--- config.mk ---
export PLATFORM = sky130hd
export DESIGN_NAME = router_input_ctrl
export DESIGN_NICKNAME = d
export VERILOG_FILES = /design/src/rtl/router_input_ctrl.sv
export SDC_FILE = /design/constraint.sdc
export NUM_CORES = 1
export LEC_CHECK = 0
export ABC_AREA = 1
export CORE_MARGIN = 2
export CORE_UTILIZATION = 53
export DETAILED_ROUTE_END_ITERATION = 6
export HOLD_SLACK_MARGIN = 0.1
export PLACE_DENSITY = 0.85
export SLEW_MARGIN = 20
export SYNTH_ARGS = -nofsm -noshare
export SYNTH_HDL_FRONTEND = slang
export SYNTH_SLANG_ARGS = --single-unit
export TNS_END_PERCENT = 1
--- constraint.sdc ---
create_clock -name clk -period 2.24 [get_ports clk]
set_input_delay 0.56 -clock clk [delete_from_list [all_inputs] [get_ports clk]]
set_output_delay 0.56 -clock clk [all_outputs]
set_load 0.01 [all_outputs]
--- src/rtl/router_input_ctrl.sv ---
// Per-input-port controller: serial address capture, arbiter request/grant,
// grant timeout and drain. Optional busy hold-off: define BUSY_HOLDOFF_EN.
module router_input_ctrl #(
    parameter  int NUM_PORTS     = 16,
    parameter  int GRANT_TIMEOUT = 64,
    localparam int ADDR_W        = $clog2(NUM_PORTS)
) (
    input  logic                 clk,
    input  logic                 reset_n,
    input  logic                 din,
    input  logic                 frame_n,
    input  logic [NUM_PORTS-1:0] busy_in,
    input  logic [NUM_PORTS-1:0] grant_in,
    output logic [NUM_PORTS-1:0] request_out,
    output logic                 data_enable_out,
    output logic [ADDR_W-1:0]    address_out,
    output logic                 addr_valid_out,
    output logic                 drop_out
);

    localparam logic [2:0] S_IDLE    = 3'd0;
    localparam logic [2:0] S_ADDR    = 3'd1;
    localparam logic [2:0] S_WAIT    = 3'd2;
    localparam logic [2:0] S_PAYLOAD = 3'd3;
    localparam logic [2:0] S_DRAIN   = 3'd4;

    localparam int TW = (GRANT_TIMEOUT > 1) ? $clog2(GRANT_TIMEOUT) : 1;
    localparam logic [TW-1:0] TMO_LAST =
        (GRANT_TIMEOUT > 0) ? TW'(GRANT_TIMEOUT - 1) : '0;

    logic [2:0]           state_q, state_d;
    logic [ADDR_W-1:0]    shift_q, shift_d;
    logic [ADDR_W-1:0]    bcnt_q, bcnt_d;
    logic [TW-1:0]        tmo_q, tmo_d;
    logic [NUM_PORTS-1:0] req_q, req_d;
    logic [ADDR_W-1:0]    addr_q, addr_d;
    logic                 valid_q, valid_d;
    logic                 drop_q, drop_d;

    logic [ADDR_W-1:0]    addr_next;
    logic                 cap;
    logic                 grant_sel;
    logic                 busy_hold;
    logic                 busy_cap;

    function automatic logic [NUM_PORTS-1:0] onehot(
        input logic [ADDR_W-1:0] a
    );
        logic [NUM_PORTS-1:0] v;
        v    = '0;
        v[a] = 1'b1;
        return v;
    endfunction

    // Address bit shifted in on this edge; for a 1-bit address it is din alone
    assign addr_next = (shift_q << 1) | ADDR_W'(din);
    assign grant_sel = grant_in[addr_q];

`ifdef BUSY_HOLDOFF_EN
    assign busy_hold = busy_in[addr_q];
    assign busy_cap  = busy_in[addr_next];
`else
    logic unused_busy;
    assign unused_busy = ^busy_in;
    assign busy_hold   = 1'b0;
    assign busy_cap    = 1'b0;
`endif

    // Next-state and registered-output decode
    always_comb begin
        state_d = state_q;
        shift_d = shift_q;
        bcnt_d  = bcnt_q;
        tmo_d   = tmo_q;
        req_d   = req_q;
        addr_d  = addr_q;
        valid_d = valid_q;
        drop_d  = 1'b0;
        cap     = 1'b0;
        case (state_q)
            S_IDLE: begin
                if (!frame_n) begin
                    shift_d = ADDR_W'(din);
                    bcnt_d  = ADDR_W'(ADDR_W - 1);
                    if (ADDR_W == 1) cap = 1'b1;
                    else             state_d = S_ADDR;
                end
            end
            S_ADDR: begin
                if (frame_n) begin
                    state_d = S_IDLE;
                    drop_d  = 1'b1;
                end else begin
                    shift_d = addr_next;
                    bcnt_d  = bcnt_q - ADDR_W'(1);
                    if (bcnt_q == ADDR_W'(1)) cap = 1'b1;
                end
            end
            S_WAIT: begin
                if (frame_n) begin
                    state_d = S_IDLE;
                    req_d   = '0;
                    addr_d  = '0;
                    valid_d = 1'b0;
                    drop_d  = 1'b1;
                end else if (grant_sel) begin
                    state_d = S_PAYLOAD;
                    req_d   = onehot(addr_q);
                end else if (busy_hold) begin
                    req_d   = '0;
                end else if (GRANT_TIMEOUT != 0 && tmo_q == TMO_LAST) begin
                    state_d = S_DRAIN;
                    req_d   = '0;
                    addr_d  = '0;
                    valid_d = 1'b0;
                    drop_d  = 1'b1;
                end else begin
                    tmo_d   = tmo_q + TW'(1);
                    req_d   = onehot(addr_q);
                end
            end
            S_PAYLOAD: begin
                if (frame_n) begin
                    state_d = S_IDLE;
                    req_d   = '0;
                    addr_d  = '0;
                    valid_d = 1'b0;
                end
            end
            S_DRAIN: begin
                if (frame_n) state_d = S_IDLE;
            end
            default: begin
                state_d = S_IDLE;
                req_d   = '0;
                addr_d  = '0;
                valid_d = 1'b0;
            end
        endcase
        if (cap) begin
            state_d = S_WAIT;
            req_d   = busy_cap ? '0 : onehot(addr_next);
            addr_d  = addr_next;
            valid_d = 1'b1;
            tmo_d   = '0;
        end
    end

    // State and output registers with synchronous active-low reset
    always_ff @(posedge clk) begin
        if (!reset_n) begin
            state_q <= S_IDLE;
            shift_q <= '0;
            bcnt_q  <= '0;
            tmo_q   <= '0;
            req_q   <= '0;
            addr_q  <= '0;
            valid_q <= 1'b0;
            drop_q  <= 1'b0;
        end else begin
            state_q <= state_d;
            shift_q <= shift_d;
            bcnt_q  <= bcnt_d;
            tmo_q   <= tmo_d;
            req_q   <= req_d;
            addr_q  <= addr_d;
            valid_q <= valid_d;
            drop_q  <= drop_d;
        end
    end

    assign request_out     = req_q;
    assign address_out     = addr_q;
    assign addr_valid_out  = valid_q;
    assign drop_out        = drop_q;
    assign data_enable_out = (state_q == S_PAYLOAD);

endmodule

==> results of run 1 <==
## per-layer routing
metal  vias up  global-route usage, %
li1       1197                      -
met3        10                   5.05
met4         0                   8.55
met1      1056                   27.8
met5         -                      0
met2        61                   41.9
## state kept, by name, summed over array words and instances (netlist names)
signal          cells
request_out        16
tmo_q               6
address_out         4
bcnt_q              4
shift_q             3
state_q             3
addr_valid_out      1
drop_out            1
## worst max-delay path: cells and delay by family, from the launching register on
| family | cells | cell delay, ns |
|---|---|---|
| buf+inv | 1 | 0.56 |
| simple gates | 2 | 0.28 |
| flops | 1 | 0.48 |
## layout make-up
class                           count  share of cell area [%]
Multi-Input combinational cell    251                    46.7
Sequential cell                    38                    26.4
Timing Repair Buffer               48                    16.1
Inverter                           40                    5.38
Clock buffer                        7                    2.99
Tap cell                           52                    2.25
Clock inverter                      1                   0.173
## cells in the final DEF (no fill, tap or decap), types with 7 or more instances in the layout
master           count
nand2_1             85
clkdlybuf4s50_1     42
nand3_1             40
dfxtp_1             38
inv_1               31
nor2_1              28
a21oi_1             27
o21ai_1             14
nand2_2              7
a21oi_2              7
## power groups by stage
stage / logic [mW] / clock network (mW) / registers, mW
6_report: 0.204 / 0.493 / 0.710
3_5_place_dp: 0.203 / 0 / 0.725
4_1_cts: 0.203 / 0.499 / 0.709
5_1_grt: 0.227 / 0.520 / 0.712
3_3_place_gp: 0.197 / 0 / 0.725
2_1_floorplan: 0.133 / 0 / 0.722
## per-stage QoR
stage	instances	setup slack (ns)	area [um2]	hold WS [ns]	power, mW
2_1_floorplan	339	0.653	2340	0.451	0.856
3_3_place_gp	429	0.0952	2790	0.467	0.922
3_5_place_dp	429	0.0384	2790	0.476	0.928
4_1_cts	437	0.0642	2890	0.490	1.41
5_1_grt	437	0.00156	2890	0.503	1.46
6_report	437	0.0640	2890	0.490	1.41
## cells by family (layout without fill, tap and decap cells)
kind of cell | after synthesis | count (layout) | share of synthesized area, %
adder cells (fa/ha/maj) | 3 | 3 | 1.60
buffers and inverters | 50 | 96 | 10.0
XOR/XNOR | 3 | 3 | 1.12
AO/OA/AOI/OAI | 59 | 59 | 14.7
AND/OR/NAND/NOR | 186 | 186 | 40.1
flip-flops | 38 | 38 | 32.5
## worst paths after layout
check                          to  slack [ns]  cells after the start
setup / recovery  data_enable_out        0.06                      3
hold / removal           tmo_q[2]        0.49                      2
setup reg to reg         drop_out        0.51                     10
hold reg to reg          tmo_q[2]        0.49                      2
==> impl_metrics.csv, run 1 <==
group,metric,value,unit
setup_path,r2r-start,"address_out[1]",
sta,tightest_slew,0.430,ns
clock_network,clk_pin_slew,0.07,ns
run_status,status,"complete, no violations",
clock_network,post-cts-setup-buffers,0,
synth,syn_inst,339,
place,place.gp.congestion,0.875,
route,viasPerCell,5.32,
floorplanning,die-height,70.5,um
clock_network,cts_max_path_buffers,2,
synth,mappedNetlistArea,0.00234,mm2
sta,fmax,460,MHz
synth,synth_nets,378,
clock_network,clkLatencyLatePin,0.29,ns
worst_hold_path,hold_path.class,"flop to flop",
floorplanning,coreArea,0.00429,mm2
synth,synth-edff-count,0,
sta,clock_skew,0.00291,ns
global_route,grt_max_degree,19,
pwr,powerDensity,487,mW/mm2
setup_path,slowest_delay,0.56,ns
global_route,grt_pass1_wl,9490,um
sta,hold_viol,0,
floorplanning,initial_utilization,54.6,%
finish,final_util,67.2,%
clock_network,cts_max_level,2,
synth,synth-warning-count,0,
finish,antenna_cells,0,
route,wire_per_inst,12.6,um
synth,synth.most_common_cell,"nand2_1",
clock_network,cts.repair.resized,0,
setup_path,critPathKind,"flop to primary output",
synth,yosysTopAreaCell,"dfxtp_1",
setup_path,startpoint,"state_q[0]",
route,drtPass1Iterations,5,
clock_network,cts_tree,"done",
setup_path,start_kind,"flop",
setup_path,endpoint_kind,"primary output",
global_route,grt_util_all_layers,23.7,%
floorplanning,ios,59,
pwr,power_frac_seq,50.5,%
clock_network,clockRootBuffer,"clkbuf_8",
floorplanning,die_w,70.5,um
route,top_layer_used,"met4",
setup_path,cp_slowest_cell,"clkdlybuf4s50_1",
setup_path,critPathArrivalTime,1.62,ns
finish,drive_above_1_share,14.3,%
route,dr_wl_met2,2840,um
synth,synth_top_area_share,32.5,%
clock_network,postCtsHoldBufs,0,
synth,synth_area_leaders,"dfxtp_1 (32%), nand2_1 (14%), nand3_1 (8.5%)",
sta,fin_crit,2.18,ns
synth,avgSynthCellArea,6.91,um2
sta,relSlewSlack,71.2,%
setup_path,cp_cell_sequence,"nand2_1 > nor2_2 > clkdlybuf4s50_1",
global_route,grt_overflow,0,
synth,synthArstFlopShare,0,%
clock_network,cts.sinks,38,
place,portBuffers,42,
route,dr_wl_met3,269,um
worst_hold_path,min_from,"tmo_q[2]",
floorplanning,rows,24,
synth,ys_ff_latch,38,
route,drtIter0Drc,186,
route,wl_met1,2310,um
job,drv_cap,0,
setup_path,cp_max_fo,6,
synth,synth.distinct_cells,36,
sta,fin_setup_tns,0,ns
sta,slew_violations,0,
sta,fin_crit_sh,97.1,%
setup_path,cp.required,1.68,ns
finish,final-seq-area,761,um2
finish,final_nets,423,
synth,synth_top_cells_by_count,"nand2_1 (85), nand3_1 (40), dfxtp_1 (38)",
global_route,grt_pass1_vias,2198,
pwr,combPwrFrac,14.5,%
global_route,antenna_found_initial,0,
pwr,switching_power,380,uW
pwr,p_int,1.03,mW
finish,multi_input_area,0.00135,mm2
sta,rsz0062_at_grt,"false",
finish,nFillCells,387,
synth,synth_ff_type,"dfxtp_1",
floorplanning,dieArea,0.00497,mm2
route,detail-route-antenna-nets,0,
pwr,leakagePower,1.08,nW
pwr,swShare,27.0,%
place,hpwl,4200,um
clock_network,cts_buffers,5,
pwr,p_clk_share,35.1,%
route,drc_errors,0,
route,wl,5500,um
finish,area_growth,23.1,%
pwr,peakVddDrop,365,uV
route,vias,2324,
sta,setup_viol,0,
synth,yosysSeqAreaShare,32.5,%
Power figures use the tool's default switching activity.
==> run 2, diff against run 1 <==
--- a/config.mk
+++ b/config.mk
@@ -7,10 +7,9 @@
 export LEC_CHECK = 0
 export ABC_AREA = 1
 export CORE_MARGIN = 2
-export CORE_UTILIZATION = 53
+export CORE_UTILIZATION = 35
 export DETAILED_ROUTE_END_ITERATION = 6
 export HOLD_SLACK_MARGIN = 0.1
-export PLACE_DENSITY = 0.85
 export SLEW_MARGIN = 20
 export SYNTH_ARGS = -nofsm -noshare
 export SYNTH_HDL_FRONTEND = slang
==> constraint.sdc (replaced) <==
create_clock -name clk -period 2.5 [get_ports clk]
set_input_delay 0.625 -clock clk [delete_from_list [all_inputs] [get_ports clk]]
set_output_delay 0.625 -clock clk [all_outputs]
set_load 0.02 [all_outputs]
==> impl_metrics.csv, run 2 (synthesis results as in run 1) <==
group,metric,value,unit
clock_network,post-cts-setup-buffers,0,
pwr,finalPower,1.45,mW
sta,hold_viol,0,
setup_path,cp_cell_sequence,"nand2_1 > nor2_2 > clkdlybuf4s50_1",
clock_network,clk_pin_slew,0.08,ns
route,wl,5640,um
sta,slew_violations,0,
global_route,grt_pass1_vias,2165,
sta,rsz0062_at_grt,"false",
setup_path,slowest_delay,0.63,ns
pwr,peakVddDrop,312,uV
route,detail-route-antenna-nets,0,
run_status,status,"finished, violations left",
finish,final_cell_mix,"nand2_1 (85), clkdlybuf4s50_1 (42), nand3_1 (40), dfxtp_1 (38), inv_1 (31)",
finish,layout_commonest_cell,"nand2_1",
finish,final_nets,422,
clock_network,clkLatencyLatePin,0.30,ns
floorplanning,die_w,85.8,um
floorplanning,rows,29,
setup_path,cp_slowest_cell,"clkdlybuf4s50_1",
sta,clock_skew,0.00666,ns
clock_network,cts.repair.resized,0,
floorplanning,ios,59,
finish,antenna_cells,0,
global_route,grt_max_degree,20,
route,vias,2267,
finish,drive_above_1_share,14.3,%
pwr,powerDensity,492,mW/mm2
place,portBuffers,42,
clock_network,clockRootBuffer,"clkbuf_8",
setup_path,endpoint_kind,"primary output",
clock_network,cts_buffers,5,
finish,largest_register_ffs,16,
worst_hold_path,hold_path.class,"flop to flop",
sta,fmax,434,MHz
route,drtIter0Drc,116,
clock_network,cts.sinks,38,
global_route,grt_util_all_layers,16.3,%
setup_path,cp_max_fo,6,
clock_network,cts_max_level,2,
place,hpwl,4260,um
global_route,grt_pass1_wl,9840,um
route,drc_errors,3,
sta,fin_crit,2.30,ns
setup_path,critPathKind,"flop to primary output",
setup_path,start_kind,"flop",
pwr,leakagePower,1.10,nW
worst_hold_path,whs_path_depth,2,
finish,area_growth,26.1,%
sta,relSlewSlack,70.7,%
run_status,failed_checks,"DRC",
place,place.gp.congestion,0.944,
floorplanning,coreArea,0.00642,mm2
clock_network,postCtsHoldBufs,0,
floorplanning,initial_utilization,36.5,%
sta,fin_crit_sh,92.2,%
global_route,grt_overflow,0,
route,wire_per_inst,12.2,um
global_route,antenna_found_initial,0,
floorplanning,dieArea,0.00737,mm2
job,drv_cap,0,
route,drtPass1Iterations,6,
floorplanning,die-height,85.8,um
clock_network,cts_max_path_buffers,2,
sta,tightest_slew,0.438,ns
finish,nFillCells,640,
setup_path,reg2reg_depth,12,
route,viasPerCell,4.92,
setup_path,critPathArrivalTime,1.68,ns
clock_network,cts_tree,"done",
setup_path,cp.required,1.88,ns
sta,fin_setup_tns,0,ns
sta,setup_viol,0,
==> run 2: cell types whose count changed in the layout (fill, tap and decap cells not counted) <==
cell	change
buf_4	-1
bufinv_16	+2
clkbuf_1	-1
clkbuf_8	-1
clkinv_2	-1
clkinv_4	+1
==> run 2: layout make-up <==
class / instances / area (um2) / area share, %
Sequential cell: 38 / 761 / 25.7
Clock buffer: 5 / 68.8 / 2.33
Clock inverter: 3 / 68.8 / 2.33
Multi-Input combinational cell: 251 / 1350 / 45.6
Tap cell: 77 / 96.3 / 3.26
Timing Repair Buffer: 47 / 458 / 15.5
Inverter: 40 / 155 / 5.25
==> run 2: stage by stage <==
step	hold slack, ns	instances	worst slack (ns)	utilization (%)	area (um2)
2_1_floorplan	0.451	339	0.846	-	2340
4_1_cts	0.475	461	0.188	46.0	2960
3_3_place_gp	0.458	453	0.131	43.9	2820
3_5_place_dp	0.461	453	0.126	43.9	2820
5_1_grt	0.516	461	0.0927	46.0	2960
6_report	0.471	461	0.196	46.0	2960
==> run 2: final timing paths <==
path | startpoint | slack, ns | to
max reg2reg | address_out[0] | 0.70 | drop_out
min | addr_valid_out | 0.47 | addr_valid_out
min reg2reg | addr_valid_out | 0.47 | addr_valid_out
max | state_q[0] | 0.20 | data_enable_out
==> run 2: layer usage <==
metal | track usage, % | routed length [um] | vias up
met5 | 0 | 0 | -
met3 | 2.98 | 187 | 4
met4 | 3.90 | 40 | 0
li1 | - | - | 1197
met2 | 26.8 | 2650 | 40
met1 | 22.1 | 2770 | 1026
==> run 2: report_power, final <==
part | switching [mW] | internal [mW] | leakage (nW)
Clock | 0.234 | 0.400 | 0.0683
Sequential | 0.0165 | 0.619 | 0.308
Combinational | 0.107 | 0.0774 | 0.720
==> run 2: worst max-delay path, delay by kind of cell (launching register included) <==
family	cells	cell delay [ns]
and+or+nand+nor	2	0.28
buffers and inverters	1	0.63
DFF	1	0.48
